[src/rtl/rf_arb_pkg.sv]
// rtl/rf_arb_pkg.sv - shared types and widths for the register-file writeback arbiter
package rf_arb_pkg;

  localparam int REG_ADDR_W = 5;
  localparam int DATA_W     = 32;

  // One queued long-latency result: destination register and value
  typedef struct packed {
    logic [REG_ADDR_W-1:0] wa;
    logic [DATA_W-1:0]     wd;
  } rf_wr_t;

  // One-hot mask selecting a register's pending bit
  function automatic logic [31:0] addr_mask(input logic [REG_ADDR_W-1:0] a);
    return 32'd1 << a;
  endfunction

endpackage

[src/rtl/rf_arb_fifo.sv]
// rtl/rf_arb_fifo.sv - small result FIFO holding long-latency writebacks
module rf_arb_fifo
  import rf_arb_pkg::*;
#(
  parameter int DEPTH = 2
) (
  input  logic   clk,
  input  logic   reset,
  input  logic   push,
  input  rf_wr_t push_data,
  input  logic   pop,
  output rf_wr_t head,
  output logic   full,
  output logic   empty
);

  localparam int AW = $clog2(DEPTH);

  rf_wr_t      mem [DEPTH];
  logic [AW:0] wr_ptr;
  logic [AW:0] rd_ptr;

  // Storage needs no reset: the pointers decide what is valid
  always_ff @(posedge clk) begin
    if (push) begin
      mem[wr_ptr[AW-1:0]] <= push_data;
    end
  end

  // Pointers carry one extra wrap bit to tell full from empty
  always_ff @(posedge clk) begin
    if (!reset) begin
      wr_ptr <= '0;
      rd_ptr <= '0;
    end else begin
      if (push) wr_ptr <= wr_ptr + (AW+1)'(1);
      if (pop)  rd_ptr <= rd_ptr + (AW+1)'(1);
    end
  end

  assign head  = mem[rd_ptr[AW-1:0]];
  assign empty = (wr_ptr == rd_ptr);
  assign full  = (wr_ptr[AW] != rd_ptr[AW]) && (wr_ptr[AW-1:0] == rd_ptr[AW-1:0]);

endmodule

[src/rtl/rf_wb_arbiter.sv]
// rtl/rf_wb_arbiter.sv - shares one register-file write port between the pipeline and long-latency results
module rf_wb_arbiter
  import rf_arb_pkg::*;
#(
  parameter int DEPTH        = 2,
  parameter int STARVE_LIMIT = 4
) (
  input  logic        clk,
  input  logic        reset,
  input  logic        wb_we,
  input  logic [4:0]  wb_wa,
  input  logic [31:0] wb_wd,
  output logic        wb_stall,
  input  logic        lu_valid,
  input  logic [4:0]  lu_wa,
  input  logic [31:0] lu_wd,
  output logic        lu_ready,
  input  logic        iss_valid,
  input  logic [4:0]  iss_wa,
  input  logic [4:0]  ra1,
  input  logic [4:0]  ra2,
  output logic        busy1,
  output logic        busy2,
  output logic        rf_we,
  output logic [4:0]  rf_wa,
  output logic [31:0] rf_wd
);

  localparam int           SW         = $clog2(STARVE_LIMIT + 1);
  localparam logic [SW-1:0] STARVE_MAX = SW'(STARVE_LIMIT);

  logic [SW-1:0] starve_cnt;
  logic [31:0]   pending;
  logic [31:0]   pending_next;
  logic          grant_a;
  logic          push;
  logic          pop;
  logic          full;
  logic          empty;
  rf_wr_t        head;
  rf_wr_t        push_data;

  assign push_data.wa = lu_wa;
  assign push_data.wd = lu_wd;

  rf_arb_fifo #(.DEPTH(DEPTH)) u_fifo (
    .clk       (clk),
    .reset     (reset),
    .push      (push),
    .push_data (push_data),
    .pop       (pop),
    .head      (head),
    .full      (full),
    .empty     (empty)
  );

  // Write-port grant: pipeline first, FIFO head when the pipeline is idle or forced to stall
  always_comb begin
    wb_stall = 1'b0;
    grant_a  = 1'b0;
    pop      = 1'b0;
    push     = 1'b0;
    lu_ready = 1'b0;
    rf_we    = 1'b0;
    rf_wa    = '0;
    rf_wd    = '0;
    if (reset) begin
      wb_stall = wb_we && !empty && (starve_cnt == STARVE_MAX);
      grant_a  = wb_we && !wb_stall;
      pop      = !grant_a && !empty;
      if (grant_a) begin
        rf_we = 1'b1;
        rf_wa = wb_wa;
        rf_wd = wb_wd;
      end else if (pop) begin
        rf_we = 1'b1;
        rf_wa = head.wa;
        rf_wd = head.wd;
      end
      // A full FIFO still accepts when its head leaves this cycle
      lu_ready = !full || pop;
      push     = lu_valid && lu_ready;
    end
  end

  // Pending scoreboard update: clear the written head first so a same-cycle issue wins
  always_comb begin
    pending_next = pending;
    if (pop) begin
      pending_next = pending_next & ~addr_mask(head.wa);
    end
    if (iss_valid) begin
      pending_next = pending_next | addr_mask(iss_wa);
    end
    pending_next[0] = 1'b0;
  end

  // Scoreboard and starvation counter state
  always_ff @(posedge clk) begin
    if (!reset) begin
      pending    <= '0;
      starve_cnt <= '0;
    end else begin
      pending <= pending_next;
      if (empty || pop) begin
        starve_cnt <= '0;
      end else if (grant_a && (starve_cnt != STARVE_MAX)) begin
        starve_cnt <= starve_cnt + SW'(1);
      end
    end
  end

  assign busy1 = reset && pending[ra1] && (ra1 != 5'd0);
  assign busy2 = reset && pending[ra2] && (ra2 != 5'd0);

endmodule

[config.mk]
export PLATFORM = sky130hd
export DESIGN_NAME = rf_wb_arbiter
export DESIGN_NICKNAME = d
export VERILOG_FILES = /design/src/rtl/rf_arb_pkg.sv /design/src/rtl/rf_arb_fifo.sv /design/src/rtl/rf_wb_arbiter.sv
export SDC_FILE = /design/constraint.sdc
export NUM_CORES = 1
export LEC_CHECK = 0
export CAP_MARGIN = 40
export CORE_ASPECT_RATIO = 1.25
export CORE_MARGIN = 4
export CORE_UTILIZATION = 54
export DETAILED_ROUTE_END_ITERATION = 12
export MAX_ROUTING_LAYER = met4
export PLACE_DENSITY = 0.94
export SYNTH_ARGS = -nofsm -noshare
export SYNTH_HDL_FRONTEND = slang
export SYNTH_HIERARCHICAL = 1
export SYNTH_SLANG_ARGS = --single-unit
[constraint.sdc]
create_clock -name clk -period 9.61 [get_ports clk]
set_input_delay 0.961 -clock clk [delete_from_list [all_inputs] [get_ports clk]]
set_output_delay 0.961 -clock clk [all_outputs]
set_load 0.02 [all_outputs]
==> results of run 1 <==
## layout by cell type, fill, tap and decap left out, types with 7 or more instances in the layout
cell             count
mux2_4              30
dfxtp_1             38
edfxtp_1            74
nor2_1              20
clkbuf_16           17
o21ai_0             10
o211ai_1             7
clkdlybuf4s50_1    135
nand2_1             20
nand4b_1             9
mux4_2              12
a32o_1              24
a22o_1              37
mux2_2               8
nand4_1              7
## logic make-up after synthesis
| logic type | synth area share |
|---|---|
| buffers and inverters | 0.0402 |
| flip-flops | 0.539 |
| AND/OR/NAND/NOR | 0.108 |
| XOR/XNOR | 0.00471 |
| adder cells (fa/ha/maj) | 0.00449 |
| multiplexers | 0.166 |
| AO/OA/AOI/OAI | 0.138 |
## how the worst min path moves through the flow
stage                startpoint               end  cells past startpoint
2_1_floorplan  u_fifo/wr_ptr[1]  u_fifo/wr_ptr[1]                      2
3_3_place_gp   u_fifo/rd_ptr[1]  u_fifo/rd_ptr[1]                      2
3_5_place_dp   u_fifo/rd_ptr[1]  u_fifo/rd_ptr[1]                      2
4_1_cts             pending[23]       pending[23]                      2
5_1_grt        u_fifo/wr_ptr[1]  u_fifo/wr_ptr[1]                      2
6_report       u_fifo/rd_ptr[1]  u_fifo/rd_ptr[1]                      2
## registers in the layout (all words and copies together) (netlist names), named ones only
signal / count
u_fifo/mem: 74
u_fifo/wr_ptr: 2
pending: 31
starve_cnt: 3
u_fifo/rd_ptr: 2
## metal layers
| layer | GRT usage | part of all wire | vias to the layer above |
|---|---|---|---|
| met4 | 0.111 | 0.037 | 0 |
| met1 | 0.291 | 0.38 | 2030 |
| met5 | - | 0 | - |
| met3 | 0.0727 | 0.075 | 49 |
| li1 | - | - | 1905 |
| met2 | 0.434 | 0.51 | 227 |
## cell usage after synthesis, types with 3 or more instances
| cell type | number |
|---|---|
| and3_1 | 3 |
| nand4_1 | 7 |
| edfxtp_1 | 74 |
| nand2b_1 | 6 |
| a22o_1 | 37 |
| clkbuf_1 | 9 |
| buf_12 | 3 |
| nand3_1 | 6 |
| buf_2 | 7 |
| nor3b_1 | 3 |
| mux4_2 | 12 |
| and2_1 | 5 |
| nand3b_1 | 5 |
| inv_1 | 4 |
| a32o_1 | 24 |
| or4b_1 | 3 |
| mux2i_1 | 6 |
| mux2_2 | 8 |
| nand2_1 | 20 |
| a21oi_1 | 3 |
| buf_4 | 4 |
| mux2_4 | 30 |
| o211ai_1 | 7 |
| buf_6 | 3 |
| nor3_1 | 6 |
| nor2_1 | 21 |
| nor2b_1 | 7 |
| dfxtp_1 | 39 |
| o21ai_0 | 10 |
| nand4b_1 | 9 |
## per-stage QoR
stage / utilization / worst slack (ns) / instance area [um2] / power [W] / std cells
detailed placement: 0.689 / 4.82 / 6970 / 0.000733 / 647
floorplan: - / 5.61 / 5570 / 0.000650 / 407
CTS: 0.749 / 4.82 / 7560 / 0.00137 / 679
finish: 0.749 / 4.81 / 7560 / 0.00136 / 679
global route: 0.749 / 4.64 / 7560 / 0.00140 / 679
global placement: 0.683 / 4.91 / 6910 / 0.000724 / 644
## critical path, stage by stage
cell,delay [ns]
clkdlybuf4s50_1,0.45
buf_4,0.41
and2b_2,0.27
nand2_1,0.11
inv_2,0.68
a22o_1,0.30
clkdlybuf4s50_1,0.62
## power by group through the flow
stage / Sequential [W] / Clock (W) / Combinational [W]
global placement: 0.000556 / 0 / 0.000169
floorplan: 0.000550 / 0 / 0.0000998
CTS: 0.000544 / 0.000641 / 0.000180
finish: 0.000544 / 0.000634 / 0.000181
global route: 0.000546 / 0.000663 / 0.000191
detailed placement: 0.000554 / 0 / 0.000179
## cell type report
class,instances,area [um2],share of cell area
clock inverters,15,173,0.0228
multi-input cells,261,2360,0.312
flip-flops and latches,113,3000,0.397
well taps,129,161,0.0213
clock buffers,17,425,0.0562
repair buffers,139,1420,0.188
inverters,5,18.8,0.00248
==> run_results.csv, run 1 <==
group,metric,value,unit
logic_synthesis,netlist_top_cells_area,"edfxtp_1 40%, dfxtp_1 14%, mux2_4 8.1%, a22o_1 5.8%, mux4_2 4.8%",
die,die_w,98.9,um
sta,setup_tns,0,ns
logic_synthesis,synth_edf_count,74,
logic_synthesis,synth.distinct_cells,50,
routing,drtIter0Drc,313,
clock_network,post_cts_buffers,0,
setup_path,path_class,"input port to primary output",
sta,hold_viol,0,
routing,antenna_left,0,
routing,wl_per_cell,21.5,um
setup_path,critPathLaunchType,"input port",
global_routing,grt_max_degree,52,
final_layout,fillers,598,
placement,gp_congestion,0.930,
logic_synthesis,syn_area,5570,um2
die,io_pins,136,
global_routing,grt_pass1_wl,23200,um
clock_network,clock-sinks,113,
die,rows,41,
final_layout,diodes,0,
sta,fmax,0.209,GHz
clock_network,path_clk_slew,0.05,ns
clock_network,cts_buffers,17,
setup_path,cp-endpoint,"rf_wd[0]",
logic_synthesis,synth_nets,503,
sta,fin_skew,0.00543,ns
global_routing,grt_usage,0.259,
routing,wl,14600,um
clock_network,htreeDepth,4,
logic_synthesis,syn_area_per_cell,13.7,um2
power,p_seq_frac,0.401,
power,p_int,0.00106,W
final_layout,area_growth,35.7,%
routing,drc,0,
global_routing,antenna_found_initial,0,
logic_synthesis,synth_top_area_share,0.399,
clock_network,ctsHoldBuffers,0,
power,p_per_area,180,nW/um2
run_status,status,"finished, final reports clean",
logic_synthesis,yosysSeqAreaShare,0.539,
power,p_leak,2.67,nW
logic_synthesis,synth_ff_type,"edfxtp_1",
die,die_area,12000,um2
clock_network,clk_path_buf_depth,2,
sta,rsz0062_at_grt,"false",
placement,hpwl,10300,um
logic_synthesis,async_reset_ff_frac,0,
placement,portBuffers,135,
routing,vias,4211,
sta,tightest_slew,0.915,ns
sta,setup_violations,0,
power,swShare,0.222,
final_layout,drive_gt1_frac,0.160,
die,core-area,10100,um2
power,p_clk_frac,0.466,
global_routing,grt_pass1_vias,4446,
power,pwr-share-comb,0.133,
logic_synthesis,synth-seq-cells,113,
sta,finalCritPeriodShare,0.499,
logic_synthesis,synthesis.instances,407,
min_path,hold_path_class,"flop to flop",
global_routing,grt.overflow.total,0,
logic_synthesis,synth_top_cell_by_area,"edfxtp_1",
power,ir_drop,170,uV
setup_path,timing.reg2reg.setup_slack,6.85,ns
final_layout,finalNetCount,633,
logic_synthesis,yosys_warnings,6,
routing,via_per_inst,6.20,
sta,whs,0.529,ns
die,fp.dieH,122,um
setup_path,crit_arrival,3.83,ns
clock_network,cts_tree,"done",
setup_path,r2r_end,"pending[8]",
run,drv_cap,0,
clock_network,cts_resized,0,
setup_path,rr_worst_depth,6,
clock_network,clk_root_buffer_cell,"clkbuf_16",
setup_path,endpoint_kind,"primary output",
power,p_switching,0.000301,W
die,initial_core_util,0.552,
setup_path,critPathMaxFanout,51,
sta,drv_slew,0,
setup_path,crit_start,"reset",
clock_network,worstSkewPairLatency,0.41,ns
sta,max-slew-margin-rel,0.389,
routing,drt-pass1-iter-count,6,
setup_path,cp.required,8.65,ns
sta,min_period,4.80,ns
Note: power is estimated with default switching activity, not from simulation.
==> inputs of run 2 (changes only) <==
Settings changed: CORE_UTILIZATION 54 to 50, PLACE_DENSITY 0.94 to 0.89.
Clock period 9.61 ns to 4.9 ns, I/O delays scaled along.
==> run 2 against run 1 <==
  * Sequential power is 97% higher
  * Die area is 7.4% higher
  * Core utilization is 4.7 points lower
  * Power is 96% higher
  * Critical path depth stayed put
  * Sequential share of layout area hardly changed
  * Register-to-register slack worse by 4.6 ns
  * Critical endpoint is now rf_wd[10]
  * Setup slack worse by 3.7 ns
  * Cell count is 0.59% higher
  * Hold slack worse by 0.017 ns
==> run_results.csv, run 2 (synthesis gave the netlist of run 1 again) <==
group,metric,value,unit
placement,gp_congestion,0.960,
setup_path,endpoint_kind,"primary output",
sta,max-slew-margin-rel,0.392,
sta,tightest_slew,0.910,ns
sta,drv_slew,0,
clock_network,clock-sinks,113,
placement,portBuffers,135,
power,p_leak,2.67,nW
clock_network,worstSkewPairLatency,0.41,ns
sta,timing.final.ws_setup,1.13,ns
run_status,status,"finished, final reports clean",
clock_network,clk_path_buf_depth,2,
sta,fin_skew,0.00756,ns
clock_network,cts_tree,"done",
sta,fmax,0.265,GHz
setup_path,slowest_stage,"inv_2",
clock_network,cts_buffers,17,
global_routing,grt_pass1_vias,4493,
clock_network,cts_resized,0,
sta,setup_tns,0,ns
run,drv_cap,0,
die,die_w,102,um
power,ir_drop,293,uV
setup_path,crit_arrival,3.28,ns
routing,drt-pass1-iter-count,5,
clock_network,htreeDepth,4,
final_layout,final_cell_mix,"135 x clkdlybuf4s50_1, 74 x edfxtp_1, 38 x dfxtp_1, 37 x a22o_1, 30 x mux2_4",
setup_path,critPathMaxFanout,51,
sta,setup_violations,0,
power,power.total,0.00266,W
setup_path,crit_chain,"xor2_1, nor2b_1, and2b_2, nand2_1, inv_2, a22o_1, clkdlybuf4s50_1",
clock_network,path_clk_slew,0.06,ns
setup_path,critPathLaunchType,"flop",
setup_path,cpLargestDelayFamily,"buffers and inverters",
setup_path,worst-path-buf-inv,2,
placement,hpwl,10900,um
placement,preCtsSetupSlack,1.40,ns
final_layout,drive_gt1_frac,0.172,
global_routing,grt_max_degree,52,
routing,antenna_left,0,
die,rows,42,
clock_network,clk_root_buffer_cell,"clkbuf_16",
global_routing,grt.overflow.total,0,
sta,rsz0062_at_grt,"false",
routing,wl,15600,um
clock_network,post_cts_buffers,0,
power,p_per_area,352,nW/um2
die,die_area,12900,um2
routing,drc,0,
setup_path,cp.required,4.41,ns
global_routing,grt_pass1_wl,23700,um
final_layout,area_growth,35.6,%
routing,wl_per_cell,22.9,um
setup_path,cp_slowest_stage_delay,0.70,ns
final_layout,finish.utilization,0.702,
setup_path,path_class,"flop to primary output",
final_layout,largest_reg_flops,74,
die,io_pins,136,
final_layout,final_common_cell,"clkdlybuf4s50_1",
die,core-area,10800,um2
final_layout,finalNetCount,634,
routing,via_per_inst,6.34,
clock_network,ctsHoldBuffers,0,
sta,hold_viol,0,
min_path,hold_path_class,"flop to flop",
global_routing,grt_usage,0.253,
sta,min_period,3.77,ns
final_layout,diodes,0,
sta,finalCritPeriodShare,0.769,
global_routing,antenna_found_initial,0,
die,fp.dieH,126,um
die,initial_core_util,0.517,
routing,vias,4333,
routing,drtIter0Drc,303,
run 2: area by class of cell:
class	instances	area [um2]
fillers	713	3220
multi-input cells	261	2360
clock inverters	15	171
flip-flops and latches	113	3000
inverters	5	18.8
well taps	132	165
clock buffers	17	425
repair buffers	140	1410
run 2: worst min-delay path, stage by stage, from the launching register on:
cell,delay (ns)
dfxtp_1,0.33
nand2_1,0.06
o21ai_0,0.07
run 2: through the flow:
stage | cells | hold slack (ns) | cell area [um2]
2_1_floorplan | 407 | 0.457 | 5570
6_report | 683 | 0.512 | 7560
3_5_place_dp | 651 | 0.504 | 6960
5_1_grt | 683 | 0.546 | 7560
4_1_cts | 683 | 0.512 | 7560
3_3_place_gp | 649 | 0.468 | 6920
run 2: path summary, 6_finish.rpt:
check | start | end | slack [ns] | cells past startpoint
hold reg to reg | u_fifo/wr_ptr[1] | u_fifo/wr_ptr[1] | 0.51 | 2
hold / removal | u_fifo/wr_ptr[1] | u_fifo/wr_ptr[1] | 0.51 | 2
setup reg to reg | u_fifo/wr_ptr[0] | u_fifo/mem[0][3] | 2.25 | 8
setup / recovery | u_fifo/wr_ptr[0] | rf_wd[10] | 1.13 | 7
run 2: per-layer routing:
layer | routed length [um] | global-route usage
met4 | 603 | 0.113
met2 | 7980 | 0.410
met1 | 5610 | 0.287
met5 | 0 | -
met3 | 1450 | 0.0725
run 2: power by group:
| part | switching, W | leakage (nW) | internal [W] |
|---|---|---|---|
| clock network | 0.000477 | 0.286 | 0.000762 |
| logic | 0.000171 | 1.39 | 0.000187 |
| registers | 0.0000165 | 0.996 | 0.00105 |
